### config.mk
export PLATFORM = sky130hd
export DESIGN_NAME = sub_d_arb
export DESIGN_NICKNAME = d
export VERILOG_FILES = /design/src/rtl/sub_d_arb_pkg.sv /design/src/rtl/sub_d_arb_rr_pick_d.sv /design/src/rtl/sub_d_arb.sv
export SDC_FILE = /design/constraint.sdc
export NUM_CORES = 1
export LEC_CHECK = 0
export BUFFER_PORTS_ARGS = -buffer_cell sky130_fd_sc_hd__buf_2
export CELL_PAD_IN_SITES_DETAIL_PLACEMENT = 2
export CELL_PAD_IN_SITES_GLOBAL_PLACEMENT = 2
export CORE_MARGIN = 3
export CORE_UTILIZATION = 37
export CTS_CLUSTER_SIZE = 24
export DETAILED_ROUTE_END_ITERATION = 8
export GPL_TIMING_DRIVEN = 1
export MAX_ROUTING_LAYER = met4
export PLACE_DENSITY = 0.83
export SLEW_MARGIN = 20
export SYNTH_ARGS = -nofsm -noshare
export SYNTH_HDL_FRONTEND = slang
export SYNTH_SLANG_ARGS = --single-unit
export TNS_END_PERCENT = 100
### constraint.sdc
create_clock -name clk_d -period 18.2 [get_ports clk_d]
set_input_delay 1.82 -clock clk_d [delete_from_list [all_inputs] [get_ports clk_d]]
set_output_delay 1.82 -clock clk_d [all_outputs]
set_load 0.05 [all_outputs]
### src/rtl/sub_d_arb_pkg.sv
// Shared types and field layout for the sub_d round-robin scheduler.
package sub_d_arb_pkg;

    typedef enum logic [1:0] {
        IDLE = 2'd0,
        HOLD = 2'd1,
        RESP = 2'd2
    } state_t;

    localparam int OP_W           = 3;
    localparam int RSP_W          = 4;
    localparam int RSP_TESTO1     = 0;
    localparam int RSP_TESTO2_LO  = 1;
    localparam int RSP_TESTO1_SUB = 3;

    // Assemble the response word from the individual sub_d outputs.
    function automatic logic [RSP_W-1:0] pack_rsp(
        input logic       testo1_sub,
        input logic [1:0] testo2,
        input logic       testo1
    );
        logic [RSP_W-1:0] v;
        v                      = '0;
        v[RSP_TESTO1]          = testo1;
        v[RSP_TESTO2_LO +: 2]  = testo2;
        v[RSP_TESTO1_SUB]      = testo1_sub;
        return v;
    endfunction

endpackage

### src/rtl/sub_d_arb_rr_pick_d.sv
// Combinational round-robin picker: first valid requester after ptr, wrapping.
module rr_pick_d
    import sub_d_arb_pkg::*;
#(
    parameter  int NUM_REQ = 4,
    localparam int REQ_W   = (NUM_REQ > 1) ? $clog2(NUM_REQ) : 1
) (
    input  logic [NUM_REQ-1:0] i_req,
    input  logic [REQ_W-1:0]   i_ptr,
    output logic [NUM_REQ-1:0] o_gnt,
    output logic [REQ_W-1:0]   o_idx,
    output logic               o_any
);

    int w_dist;
    int w_best;

    // Distance of requester k from the slot after ptr; the closest valid one wins.
    always_comb begin
        w_best = NUM_REQ;
        w_dist = 0;
        o_idx  = '0;
        for (int k = 0; k < NUM_REQ; k++) begin
            if (k > int'(i_ptr)) begin
                w_dist = k - int'(i_ptr) - 1;
            end else begin
                w_dist = k + NUM_REQ - int'(i_ptr) - 1;
            end
            if (i_req[k] && (w_dist < w_best)) begin
                w_best = w_dist;
                o_idx  = REQ_W'(k);
            end
        end
    end

    // Expand the winning index into a one-hot grant.
    always_comb begin
        o_any = |i_req;
        o_gnt = '0;
        for (int k = 0; k < NUM_REQ; k++) begin
            o_gnt[k] = o_any && (o_idx == REQ_W'(k));
        end
    end

endmodule

### src/rtl/sub_d_arb.sv
// Round-robin scheduler sharing one sub_d datapath among NUM_REQ requesters.
//
//  state | meaning
//  IDLE  | waiting for a request; grants combinationally and latches the operand
//  HOLD  | operand held on the datapath for HOLD_CYC cycles, then result captured
//  RESP  | response valid, waiting for rsp_rdy_d
module sub_d_arb
    import sub_d_arb_pkg::*;
#(
    parameter  int NUM_REQ  = 4,
    parameter  int HOLD_CYC = 1,
    localparam int REQ_W    = (NUM_REQ > 1) ? $clog2(NUM_REQ) : 1
) (
    input  logic                    clk_d,
    input  logic                    rst_n_d,
    input  logic [NUM_REQ-1:0]      req_vld_d,
    input  logic [OP_W*NUM_REQ-1:0] req_op_d,
    output logic [NUM_REQ-1:0]      req_rdy_d,
    output logic                    dp_testi1_d,
    output logic                    dp_testi2_d,
    output logic                    dp_testi3_d,
    input  logic                    dp_testo1_d,
    input  logic [1:0]              dp_testo2_d,
    input  logic                    dp_testo1_sub_d,
    output logic                    rsp_vld_d,
    input  logic                    rsp_rdy_d,
    output logic [REQ_W-1:0]        rsp_id_d,
    output logic [RSP_W-1:0]        rsp_data_d,
    output logic                    busy_d
);

    state_t             r_state;
    state_t             w_state_nxt;
    logic [REQ_W-1:0]   r_ptr;
    logic [3:0]         r_cnt;
    logic [OP_W-1:0]    r_op;
    logic [REQ_W-1:0]   r_id;
    logic [RSP_W-1:0]   r_data;
    logic               r_vld;

    logic [NUM_REQ-1:0] w_gnt;
    logic [REQ_W-1:0]   w_idx;
    logic               w_any;
    logic               w_take;
    logic               w_cnt_last;
    logic [OP_W-1:0]    w_op;

    rr_pick_d #(
        .NUM_REQ (NUM_REQ)
    ) u_pick (
        .i_req (req_vld_d),
        .i_ptr (r_ptr),
        .o_gnt (w_gnt),
        .o_idx (w_idx),
        .o_any (w_any)
    );

    assign w_take     = (r_state == IDLE) && w_any;
    assign w_cnt_last = (r_cnt == 4'(HOLD_CYC - 1));

    // Select the operand slice of the winning requester.
    always_comb begin
        w_op = '0;
        for (int k = 0; k < NUM_REQ; k++) begin
            if (w_gnt[k]) begin
                w_op = req_op_d[k*OP_W +: OP_W];
            end
        end
    end

    // Next-state logic; the unused encoding falls back to IDLE.
    always_comb begin
        w_state_nxt = r_state;
        case (r_state)
            IDLE:    if (w_any)      w_state_nxt = HOLD;
            HOLD:    if (w_cnt_last) w_state_nxt = RESP;
            RESP:    if (rsp_rdy_d)  w_state_nxt = IDLE;
            default:                 w_state_nxt = IDLE;
        endcase
    end

    // State register.
    always_ff @(posedge clk_d or negedge rst_n_d) begin
        if (!rst_n_d) begin
            r_state <= IDLE;
        end else begin
            r_state <= w_state_nxt;
        end
    end

    // Operand latch, hold counter, response capture and pointer update.
    always_ff @(posedge clk_d or negedge rst_n_d) begin
        if (!rst_n_d) begin
            r_ptr  <= REQ_W'(NUM_REQ - 1);
            r_cnt  <= '0;
            r_op   <= '0;
            r_id   <= '0;
            r_data <= '0;
            r_vld  <= 1'b0;
        end else begin
            case (r_state)
                IDLE: begin
                    if (w_any) begin
                        r_op  <= w_op;
                        r_id  <= w_idx;
                        r_cnt <= '0;
                    end
                end
                HOLD: begin
                    if (w_cnt_last) begin
                        r_data <= pack_rsp(dp_testo1_sub_d, dp_testo2_d, dp_testo1_d);
                        r_vld  <= 1'b1;
                        r_cnt  <= '0;
                    end else begin
                        r_cnt  <= r_cnt + 4'd1;
                    end
                end
                RESP: begin
                    if (rsp_rdy_d) begin
                        r_vld <= 1'b0;
                        r_ptr <= r_id;
                    end
                end
                default: r_vld <= 1'b0;
            endcase
        end
    end

    // Grant is combinational in IDLE only, and forced low while reset is asserted.
    assign req_rdy_d   = (w_take && rst_n_d) ? w_gnt : '0;
    assign dp_testi1_d = r_op[0];
    assign dp_testi2_d = r_op[1];
    assign dp_testi3_d = r_op[2];
    assign rsp_vld_d   = r_vld;
    assign rsp_id_d    = r_id;
    assign rsp_data_d  = r_data;
    assign busy_d      = (r_state != IDLE);

endmodule

== Word-level counts from Yosys, hierarchy flattened ==
Cells that the tools add are included.
Cells by class
  add/subtract/negate cells: 15
  multipliers: 0
  divide/modulo/power cells: 0
  $lt $le $gt $ge: 7
  equality and inequality tests: 8
  shift-type cells: 0
  mux-type cells: 24
  bitwise logic cells: 1
  reductions and logical operators: 22
Operators by type and width (number)
  32-bit by 2-bit subtractor with 32-bit output (second input constant): 7
  32-bit 2-to-1 mux: 6
  32-bit less-than comparator: 3
  32-bit by 4-bit less-than comparator with 1-bit output (second input constant): 1
  3-bit by 2-bit subtractor with 4-bit output (first input constant): 4
  3-bit 2-to-1 mux: 4
  4-bit 2-to-1 mux: 3
  1-bit logical AND: 10
  2-bit 2-to-1 mux: 5
  4-bit case mux with 2 select lines: 1
  2-bit AND reduction: 4
  2-bit == test (second input constant): 3
  2-bit inequality test (second input constant): 3
  2-bit case mux with 3 select lines: 1
  3-bit AND reduction: 2
  2-bit by 2-bit subtractor with 3-bit output (first input constant): 2
  4-bit by 1-bit adder with 4-bit output (second input constant): 1
  2-bit by 1-bit == test with 1-bit output (second input constant): 2
  2-bit > comparator (first input constant): 2
  2-bit zero test: 2
  4-bit zero test: 1
  2-bit nonzero test: 2
  4-bit OR reduction: 1
  1-bit 2-to-1 mux: 3
  4 further kinds: 4
Storage, ports and cells
  register bits: 18
  bits in latches: 0
  memory bits (writable): 0
  bits in read-only memories: 0
  bits of input ports: 23
  output and inout bits: 15
  logic and storage cells: 84
  memories: 0

== Longest topological paths before layout ==
Gate-level depths: netlist (run 1).
  depth after elaboration: 20
  depth in mapped cells: 33
  depth with buffers taken out: 31

== Cells and area by module ==
A second synthesis (run 1) with hierarchy kept.
Unflattened totals
  cells, all modules: 210
  area total of the unflattened synthesis: 1883.1 um^2
Modules (own cells, without submodules)
  sub_d_arb: instances 1, cells each 82, area each 952.2 um^2, sequential area each 452.9 um^2
  rr_pick_d: instances 1, cells each 128, area each 930.9 um^2, sequential area each 0.0 um^2

== Worst setup path after synthesis (run 1) ==
OpenSTA, ideal clock, no wires.
  kind: in2out
  start: input req_vld_d[0]
  end: output req_rdy_d[0]
  data arrival time: 8.261 ns
  data required time: 16.380 ns
  setup slack: 8.119 ns
  stages: 26
  path buffers: 2
  cells stage by stage: nand3_1 -> ha_1 -> a211o_1 -> a2111oi_4 -> o21ai_2 -> a21oi_1 -> clkbuf_1 -> nor2_1 -> a21oi_1 -> ha_1 -> a2111oi_0 -> o22ai_1 -> o21ai_0 -> nand3_1 -> a21o_1 -> buf_2 -> mux2_2 -> ha_1 -> nand4_1 -> or3_1 -> o211ai_1 -> nor3_1 -> a2111oi_2 -> a31oi_1 -> nand2_1 -> nor4_1
On the way
  word-level cells in the longest chain between the ends: 14
  elaborated cells on any way between the ends: 19
  those cells by class: 3 x order compare; 7 x mux; 9 x reduce/logical
Ends and longest elaborated chain
  start: declaration: RTL line sub_d_arb.sv:16  | input logic [NUM_REQ-1:0] req_vld_d,
  1-bit logical AND: RTL line sub_d_arb_rr_pick_d.sv:29  | if (i_req[k] && (w_dist < w_best)) begin
  32-bit 2-to-1 mux: RTL line sub_d_arb_rr_pick_d.sv:29
  32-bit less-than comparator: RTL line sub_d_arb_rr_pick_d.sv:29
  1-bit logical AND: RTL line sub_d_arb_rr_pick_d.sv:29
  32-bit 2-to-1 mux: RTL line sub_d_arb_rr_pick_d.sv:29
  32-bit less-than comparator: RTL line sub_d_arb_rr_pick_d.sv:29
  1-bit logical AND: RTL line sub_d_arb_rr_pick_d.sv:29
  32-bit 2-to-1 mux: RTL line sub_d_arb_rr_pick_d.sv:29
  32-bit less-than comparator: RTL line sub_d_arb_rr_pick_d.sv:29
  1-bit logical AND: RTL line sub_d_arb_rr_pick_d.sv:29
  2-bit 2-to-1 mux: RTL line sub_d_arb_rr_pick_d.sv:29
  2-bit zero test: RTL line sub_d_arb_rr_pick_d.sv:41  | o_gnt[k] = o_any && (o_idx == REQ_W'(k));
  1-bit logical AND: RTL line sub_d_arb_rr_pick_d.sv:41
  4-bit 2-to-1 mux (*): RTL line sub_d_arb.sv:130  | assign req_rdy_d = (w_take && rst_n_d) ? w_gnt : '0;
  end: declaration: RTL line sub_d_arb.sv:18  | output logic [NUM_REQ-1:0] req_rdy_d,
Mark *: on every way between the ends. The rest lies on a longest branch, timed or not.

== Final worst setup path (run 1) ==
  start: register r_ptr[0]
  end: output req_rdy_d[3]
On the way
  word-level cells in the longest chain between the ends: 17
  elaborated cells on any way between the ends: 37
  those cells by class: 14 x add/sub; 7 x order compare; 1 x eq/ne; 10 x mux; 5 x reduce/logical
Ends and longest elaborated chain
  start: declaration: RTL line sub_d_arb.sv:34  | logic [REQ_W-1:0] r_ptr;
  start signal: assignment: RTL line sub_d_arb.sv:94  | r_ptr <= REQ_W'(NUM_REQ - 1);
  start signal: assignment: RTL line sub_d_arb.sv:121  | r_ptr <= r_id;
  3-bit by 2-bit subtractor with 4-bit output: RTL line sub_d_arb_rr_pick_d.sv:27  | w_dist = k + NUM_REQ - int'(i_ptr) - 1;
  32-bit by 2-bit subtractor with 32-bit output: RTL line sub_d_arb_rr_pick_d.sv:27
  32-bit by 4-bit less-than comparator with 1-bit output: RTL line sub_d_arb_rr_pick_d.sv:29
  1-bit logical AND: RTL line sub_d_arb_rr_pick_d.sv:29
  32-bit 2-to-1 mux: RTL line sub_d_arb_rr_pick_d.sv:29
  32-bit less-than comparator: RTL line sub_d_arb_rr_pick_d.sv:29
  1-bit logical AND: RTL line sub_d_arb_rr_pick_d.sv:29
  32-bit 2-to-1 mux: RTL line sub_d_arb_rr_pick_d.sv:29
  32-bit less-than comparator: RTL line sub_d_arb_rr_pick_d.sv:29
  1-bit logical AND: RTL line sub_d_arb_rr_pick_d.sv:29
  32-bit 2-to-1 mux: RTL line sub_d_arb_rr_pick_d.sv:29
  32-bit less-than comparator: RTL line sub_d_arb_rr_pick_d.sv:29
  1-bit logical AND: RTL line sub_d_arb_rr_pick_d.sv:29
  2-bit 2-to-1 mux (*): RTL line sub_d_arb_rr_pick_d.sv:29
  2-bit == test (*): RTL line sub_d_arb_rr_pick_d.sv:41
  1-bit logical AND (*): RTL line sub_d_arb_rr_pick_d.sv:41
  4-bit 2-to-1 mux (*): RTL line sub_d_arb.sv:130
Marked as above.

==> results.sh, run 1 <==
export IMPL_wl_per_cell_um=19.3
export IMPL_syn_instance_count=256
export IMPL_grt_pass1_wl_um=12100
export IMPL_skew_ns=0.00281
export IMPL_synth_edff_count=0
export IMPL_cts_tree="done"
export IMPL_setup_slack_ns=7.59
export IMPL_via_per_inst=5.67
export IMPL_fin_crit_ns=10.61
export IMPL_timing_fmax_mhz=94.2
export IMPL_fp_dieH_um=83.0
export IMPL_async_flop_share_pct=100
export IMPL_area_delta_synth_final_pct=15.4
export IMPL_h_tree_depth=1
export IMPL_max_slew_worst_pin_slew_ns=0.878
export IMPL_final_cell_mix="ha_1 (39), buf_2 (37), inv_1 (21), nand2_1 (21), o21ai_0 (19)"
export IMPL_clockRootBuffer="clkbuf_8"
export IMPL_p_leak_nw=1.19
export IMPL_drv_slew=0
export IMPL_multi_input_area_um2=1670
export IMPL_rr_endpoint="r_op[2]"
export IMPL_critical_path_class="register to output pin"
export IMPL_hold_start="rsp_data_d[1]"
export IMPL_ys_flop_type="dfrtp_1"
export IMPL_worst_setup_path_end_kind="output pin"
export IMPL_final_common_cell="ha_1"
export IMPL_pin_count=38
export IMPL_start_util_pct=39.1
export IMPL_fp_dieArea_um2=6880
export IMPL_path_common_cell="ha_1"
export IMPL_drive_above_1_share_pct=20.9
export IMPL_drt_iter0_drc=48
export IMPL_core_um2=5610
export IMPL_path_clk_slew_ns=0.07
export IMPL_pre_cts_ws_ns=7.71
export IMPL_status="completed"
export IMPL_synthesis_area_um2=2190
export IMPL_synth_area_leader_cell="ha_1"
export IMPL_post_cts_setup_buffers=0
export IMPL_routed_wirelength_um=7230
export IMPL_diodes=0
export IMPL_yosysWarnings=0
export IMPL_fp_dieW_um=83.0
export IMPL_rows=27
export IMPL_setup_viol=0
export IMPL_synth_seq_cells=18
export IMPL_yosys_top_cells_area="ha_1 (22%), dfrtp_1 (18%), mux2_2 (4.6%), o21ai_0 (4.3%), inv_1 (3.6%)"
export IMPL_grt_max_degree=20
export IMPL_tritoncts_num_sinks=18
export IMPL_powerDensity_nw_per_um2=184
export IMPL_grtUsageTotal_pct=22.0
export IMPL_r2r_cells=30
export IMPL_register_area_um2=453
export IMPL_rsz0062_at_grt="false"
export IMPL_antenna_found_initial=0
export IMPL_crit_required_ns=16.38
export IMPL_ant_nets=0
export IMPL_avgSynthCellArea_um2=8.56
export IMPL_critPathSlowestCell="a21oi_1"
export IMPL_fin_util_pct=45.1
export IMPL_max_slew_margin_rel_pct=41.5
export IMPL_synth_top_area_share_pct=22.3
export IMPL_slowest_delay_ns=0.68
export IMPL_ctsResizeCount=0
export IMPL_timing_final_hold_violations=0
export IMPL_ctsHoldBuffers=0
export IMPL_num_fill_cells=676
export IMPL_placed_cells=370
export IMPL_hpwl_um=6120
export IMPL_clockBufferDepth=2
export IMPL_cp_start_kind="register"
export IMPL_min_path_cells=1
export IMPL_ir_drop_mv=0.106
export IMPL_cts_buffers=3
export IMPL_period_share_pct=58.3
export IMPL_grt_overflow=0
export IMPL_nets=365
export IMPL_worst_path_max_fanout=14
export IMPL_grt_pass1_vias=2350
export IMPL_io_buffers=37
export IMPL_min_path_type="register to register"
export IMPL_rr_startpoint="r_ptr[0]"
export IMPL_min_delay_worst_endpoint="rsp_data_d[1]"
export IMPL_vias=2120
export IMPL_drt_first_pass_iters=4
export IMPL_yosysSeqAreaShare_pct=20.7
export IMPL_fin_tns_setup_ns=0
export IMPL_clk_latency_ns=0.26
export IMPL_arrival_ns=8.79
export IMPL_drv_cap=0
export IMPL_yosys_cell_types_count=54
export IMPL_ff2ff_setup_slack_ns=9.71
export IMPL_drc_errors=0
export IMPL_gp_congestion=0.833
export IMPL_fin_cells=374
## flip-flops by register name (all words and copies together) (netlist names)
signal,cells
rsp_data_d,4
rsp_id_d,2
r_cnt,4
r_op,3
r_state,2
rsp_vld_d,1
r_ptr,2
## per-layer routing
layer | share of wire (%) | wire length [um] | up-vias | global-route usage [%]
met5 | 0 | 0 | - | -
met4 | 0.18 | 13 | 0 | 1.34
met3 | 1.7 | 124 | 2 | 2.38
met2 | 52 | 3770 | 26 | 39.1
met1 | 46 | 3320 | 1059 | 28.2
li1 | - | - | 1033 | -
## worst max-delay path: cells and delay by family, from the launching register on
family,cells,cell delay (ns)
AO/OA/AOI/OAI,13,4.07
adder cells (fa/ha/maj),5,1.21
buffers and inverters,3,0.54
flip-flops,1,0.67
multiplexers,1,0.32
AND/OR/NAND/NOR,9,1.70
## where the power goes
part / total [mW] / leakage (nW) / internal [mW] / switching [mW]
Sequential: 0.0759 / 0.219 / 0.0584 / 0.0175
Clock: 0.0295 / 0.0228 / 0.0156 / 0.0139
Combinational: 0.361 / 0.948 / 0.125 / 0.235
## cell type report
type,count,share of cell area (%)
well taps,72,3.56
inverters,21,3.12
repair buffers,38,7.62
flip-flops and latches,18,17.9
multi-input cells,221,66.0
clock buffers,4,1.78
## worst max path at each step
| stage | from | endpoint | cells after the start |
|---|---|---|---|
| floorplan | req_vld_d[0] | req_rdy_d[0] | 26 |
| CTS | r_ptr[0] | req_rdy_d[3] | 31 |
| global placement | req_vld_d[0] | req_rdy_d[3] | 27 |
| global route | r_ptr[0] | req_rdy_d[3] | 30 |
| finish | r_ptr[0] | req_rdy_d[3] | 31 |
| detailed placement | req_vld_d[0] | req_rdy_d[3] | 26 |
## cells by family after synthesis
group,synth area share (%)
other,0.343
and+or+nand+nor,17.5
DFF,20.7
AOI/OAI and AO/OA,26.3
muxes,6.68
buffers and inverters,4.68
adders and majority gates,22.3
xor gates and xnor gates,1.60
## through the flow
step / hold slack (ns) / cell area (um^2) / total power, mW
floorplan: 0.489 / 2230 / 0.339
global placement: 0.485 / 2480 / 0.415
detailed placement: 0.499 / 2480 / 0.432
CTS: 0.515 / 2530 / 0.464
global route: 0.552 / 2530 / 0.511
finish: 0.512 / 2530 / 0.466
## synth_stat cells (2+ instances only)
master / number
ha_1: 39
inv_1: 21
nand2_1: 21
o21ai_0: 19
dfrtp_1: 16
nor2_1: 15
a21oi_1: 12
mux2_2: 9
a2111oi_0: 8
a21o_1: 7
nand3_1: 7
nor2b_1: 6
a211oi_1: 5
o21ai_1: 4
or3_1: 4
xor2_1: 4
a32oi_1: 3
clkbuf_1: 3
mux2i_1: 3
nor3b_1: 3
nor4_1: 3
a211o_1: 2
a21oi_2: 2
a31oi_1: 2
and3_1: 2
conb_1: 2
dfstp_2: 2
nand2b_1: 2
nand4_1: 2
nor3_1: 2
nor4b_1: 2
or2_2: 2
No activity file was read; power rests on OpenSTA's default activity.
==> run 2, diff against run 1 <==
CORE_UTILIZATION = 31   (was 37)
PLACE_DENSITY = 0.74   (was 0.83)
clock period = 8.6 ns   (was 18.2 ns; I/O delays follow)
==> results.sh, run 2 (synthesized netlist as in run 1, its figures left out) <==
export IMPL_switching_share_pct=55.9
export IMPL_comb_power_share_pct=78.6
export IMPL_min_path_type="register to register"
export IMPL_rr_endpoint="r_op[0]"
export IMPL_p_leak_nw=1.23
export IMPL_clk_latency_ns=0.26
export IMPL_p_int_uw=449
export IMPL_p_clk_share_pct=6.3
export IMPL_slowest_delay_ns=0.58
export IMPL_r2r_cells=31
export IMPL_hpwl_um=5700
export IMPL_ir_drop_mv=0.142
export IMPL_fp_dieW_um=90.1
export IMPL_fin_util_pct=39.0
export IMPL_max_slew_worst_pin_slew_ns=1.02
export IMPL_via_per_inst=5.26
export IMPL_drc_errors=0
export IMPL_ff2ff_setup_slack_ns=1.73
export IMPL_core_um2=6830
export IMPL_nets=373
export IMPL_worst_setup_path_end_kind="output pin"
export IMPL_area_delta_synth_final_pct=21.4
export IMPL_arrival_ns=7.12
export IMPL_clockRootBuffer="clkbuf_8"
export IMPL_pre_cts_ws_ns=0.254
export IMPL_power_frac_seq_pct=15.1
export IMPL_drv_cap=0
export IMPL_holdWs_ns=0.503
export IMPL_routed_wirelength_um=6810
export IMPL_fp_dieH_um=90.1
export IMPL_drt_first_pass_iters=4
export IMPL_crit_end="req_rdy_d[3]"
export IMPL_fin_crit_ns=7.98
export IMPL_rr_startpoint="r_ptr[0]"
export IMPL_status="completed"
export IMPL_critical_path_class="register to output pin"
export IMPL_cp_start_kind="register"
export IMPL_worstSetupStartpoint="r_ptr[0]"
export IMPL_fp_dieArea_um2=8120
export IMPL_path_common_cell="ha_1"
export IMPL_pin_count=38
export IMPL_wl_per_cell_um=16.8
export IMPL_cts_buffers=3
export IMPL_setup_viol=0
export IMPL_max_slew_margin_rel_pct=31.4
export IMPL_start_util_pct=32.1
export IMPL_diodes=0
export IMPL_grt_pass1_wl_um=11500
export IMPL_antenna_found_initial=0
export IMPL_tritoncts_num_sinks=18
export IMPL_worst_path_max_fanout=10
export IMPL_placed_area_um2=2540
export IMPL_grtUsageTotal_pct=17.3
export IMPL_power_switching_uw=569
export IMPL_drv_slew=0
export IMPL_drt_iter0_drc=54
export IMPL_setup_slack_ns=0.618
export IMPL_skew_ns=0.00238
export IMPL_drive_above_1_share_pct=25.2
export IMPL_timing_final_hold_violations=0
export IMPL_critPathSlowestCell="dfstp_2"
export IMPL_rows=30
export IMPL_ctsHoldBuffers=0
export IMPL_powerDensity_nw_per_um2=383
export IMPL_path_clk_slew_ns=0.07
export IMPL_final_cell_mix="ha_1 (39), buf_2 (36), inv_1 (21), nand2_1 (21)"
export IMPL_grt_overflow=0
export IMPL_period_share_pct=92.8
export IMPL_grt_max_degree=20
export IMPL_final_common_cell="ha_1"
export IMPL_h_tree_depth=1
export IMPL_final_cell_area_um2=2660
export IMPL_vias=2136
export IMPL_clockBufferDepth=2
export IMPL_ant_nets=0
export IMPL_cts_tree="done"
export IMPL_io_buffers=37
export IMPL_crit_required_ns=7.74
export IMPL_gp_congestion=0.961
export IMPL_grt_pass1_vias=2269
export IMPL_timing_fmax_mhz=125
export IMPL_finalPower_mw=1.02
## run 2: layout make-up
cell class                 instances  area, um^2
sequential                        18         453
inverter                          21        78.8
multi-input combinational        221        1710
clock buffer                       4        45.0
fill                             826        4170
tap                               96         120
timing repair buffer              46         255
## run 2: how the worst min path moves through the flow
stage	startpoint	endpoint	slack [ns]	depth (start not counted)
finish	rsp_data_d[1]	rsp_data_d[1]	0.50	1
global route	rsp_data_d[2]	rsp_data_d[2]	0.54	1
CTS	rsp_data_d[1]	rsp_data_d[1]	0.51	1
floorplan	r_cnt[3]	r_cnt[3]	0.49	2
global placement	rsp_data_d[1]	rsp_data_d[1]	0.49	1
detailed placement	rsp_data_d[1]	rsp_data_d[1]	0.49	1
## run 2: timing repair
item                       in CTS  in global routing
resized for setup               1                 12
pin swaps                       0                  1
buffers inserted                0                  5
cloned                          0                  0
setup endpoints to repair       3                  4
## run 2: per-layer routing
| layer | vias up | share of wire [%] | global-route usage, % | routed length, um |
|---|---|---|---|---|
| li1 | 1051 | - | - | - |
| met1 | 1057 | 50 | 24.0 | 3410 |
| met2 | 21 | 47 | 28.2 | 3220 |
| met3 | 7 | 1.9 | 2.01 | 130 |
| met4 | 0 | 0.57 | 1.91 | 39 |
| met5 | - | 0 | - | 0 |
## run 2: power groups by stage
| stage | Sequential [mW] | Combinational, mW | Clock (mW) |
|---|---|---|---|
| 2_1_floorplan | 0.235 | 0.482 | 0 |
| 3_3_place_gp | 0.158 | 0.731 | 0 |
| 3_5_place_dp | 0.160 | 0.751 | 0 |
| 4_1_cts | 0.159 | 0.755 | 0.0670 |
| 5_1_grt | 0.160 | 0.892 | 0.0693 |
| 6_report | 0.154 | 0.800 | 0.0646 |
## run 2: through the flow
step	setup TNS [ns]	std cells
detailed placement	0	397
global placement	0	397
finish	0	406
global route	-0.0636	406
CTS	0	401
floorplan	0	265
## run 2: worst max-delay path, delay by kind of cell (launching register included)
family,cells,cell delay [ns]
adder cells (fa/ha/maj),5,1.17
buffers and inverters,3,0.44
multiplexers,1,0.25
AND/OR/NAND/NOR,9,1.52
flip-flops,1,0.58
AO/OA/AOI/OAI,13,2.87
==> run 3, diff against run 2 <==
CORE_MARGIN = 4   (was 3)
==> results.sh, run 3 (synthesized netlist as in run 1, its figures left out) <==
export IMPL_status="completed"
export IMPL_drt_iter0_drc=100
export IMPL_gp_congestion=0.946
export IMPL_drt_first_pass_iters=4
export IMPL_hpwl_um=5980
export IMPL_ff2ff_setup_slack_ns=1.58
export IMPL_grt_max_degree=20
export IMPL_path_common_cell="ha_1"
export IMPL_cts_buffers=3
export IMPL_io_buffers=37
export IMPL_slowest_delay_ns=0.58
export IMPL_max_slew_margin_rel_pct=56.2
export IMPL_crit_required_ns=7.74
export IMPL_worst_setup_path_end_kind="output pin"
export IMPL_grtUsageTotal_pct=17.4
export IMPL_final_cell_mix="ha_1 (39), buf_2 (35), inv_1 (21), nand2_1 (21), o21ai_0 (17)"
export IMPL_ir_drop_mv=0.163
export IMPL_rows=30
export IMPL_fin_crit_ns=8.14
export IMPL_critical_path_class="register to output pin"
export IMPL_drv_slew=0
export IMPL_setup_viol=0
export IMPL_antenna_found_initial=0
export IMPL_drv_cap=0
export IMPL_fin_util_pct=39.5
export IMPL_arrival_ns=7.28
export IMPL_ant_nets=0
export IMPL_routed_wirelength_um=7190
export IMPL_skew_ns=0.00257
export IMPL_pre_cts_ws_ns=-0.0291
export IMPL_worst_path_max_fanout=10
export IMPL_start_util_pct=32.1
export IMPL_min_path_type="register to register"
export IMPL_area_delta_synth_final_pct=23.0
export IMPL_grt_overflow=0
export IMPL_fp_dieArea_um2=8480
export IMPL_timing_final_hold_violations=0
export IMPL_cts_tree="done"
export IMPL_via_per_inst=5.25
export IMPL_core_um2=6830
export IMPL_vias=2135
export IMPL_drc_errors=0
export IMPL_drive_above_1_share_pct=26.4
export IMPL_nets=374
export IMPL_pin_count=38
export IMPL_cp_start_kind="register"
export IMPL_ctsHoldBuffers=0
export IMPL_clockRootBuffer="clkbuf_8"
export IMPL_period_share_pct=94.6
export IMPL_min_path_cells=2
export IMPL_path_clk_slew_ns=0.07
export IMPL_r2r_cells=31
export IMPL_fp_dieW_um=92.1
export IMPL_p_leak_nw=1.24
export IMPL_setup_slack_ns=0.463
export IMPL_grt_pass1_vias=2272
export IMPL_rr_endpoint="r_op[2]"
export IMPL_rr_startpoint="r_ptr[0]"
export IMPL_diodes=0
export IMPL_placed_cells=397
export IMPL_tritoncts_num_sinks=18
export IMPL_num_fill_cells=826
export IMPL_clockBufferDepth=2
export IMPL_powerDensity_nw_per_um2=386
export IMPL_clk_latency_ns=0.25
export IMPL_fp_dieH_um=92.1
export IMPL_finalPower_mw=1.04
export IMPL_min_delay_worst_endpoint="r_op[1]"
export IMPL_critPathSlowestCell="dfstp_2"
export IMPL_grt_pass1_wl_um=11700
export IMPL_final_common_cell="ha_1"
export IMPL_max_slew_worst_pin_slew_ns=0.651
export IMPL_wl_per_cell_um=17.7
export IMPL_hold_start="r_op[1]"
export IMPL_timing_fmax_mhz=123
export IMPL_fin_cells=407
export IMPL_h_tree_depth=1
[run 3: metrics by stage]
step           setup TNS (ns)  cell area [um^2]  hold WS [ns]
6_report                    0              2700         0.501
5_1_grt               -0.0564              2700         0.525
2_1_floorplan               0              2230         0.489
3_3_place_gp                0              2540         0.486
3_5_place_dp          -0.0291              2540         0.492
4_1_cts                     0              2600         0.507
[run 3: how the worst max path moves through the flow]
stage | start | to | slack, ns
after floorplan | r_ptr[0] | req_rdy_d[0] | 0.008
after global placement | r_ptr[0] | req_rdy_d[3] | 0.46
after detailed placement | r_ptr[0] | req_rdy_d[3] | -0.03
after CTS | r_ptr[0] | req_rdy_d[3] | 0.04
after global routing | r_ptr[1] | req_rdy_d[3] | -0.05
final | r_ptr[0] | req_rdy_d[3] | 0.46
[run 3: worst max-delay path: cells and delay by family (launching register included)]
kind	cells	cell delay [ns]
compound gates	13	2.92
simple gates	8	1.49
fa+ha+maj	5	1.13
buf+inv	4	0.66
flops	1	0.58
mux	1	0.23
[run 3: cell type report]
type / instances / area (um^2) / area share [%]
Tap cell: 96 / 120 / 4.45
Inverter: 21 / 78.8 / 2.92
Multi-Input combinational cell: 221 / 1730 / 64.3
Clock buffer: 4 / 45.0 / 1.67
Sequential cell: 18 / 453 / 16.8
Timing Repair Buffer: 47 / 265 / 9.84
[run 3: power breakdown]
part           internal, mW  switching, mW
registers             0.123         0.0315
logic                 0.305          0.522
clock network        0.0329         0.0276
total                 0.461          0.581
[run 3: routing by layer]
layer  share of wire (%)  vias up  GRT usage (%)
li1                    -     1056              -
met1                  48     1045           23.3
met2                  49       28           28.6
met3                 1.7        6           2.46
met4                0.74        0           2.23
met5                   0        -              -
[run 3: timing repair]
action,4_1_cts,5_1_grt
resized for setup,5,15
endpoints found under the setup margin,4,4
setup buffers,0,6
pin swaps,0,3
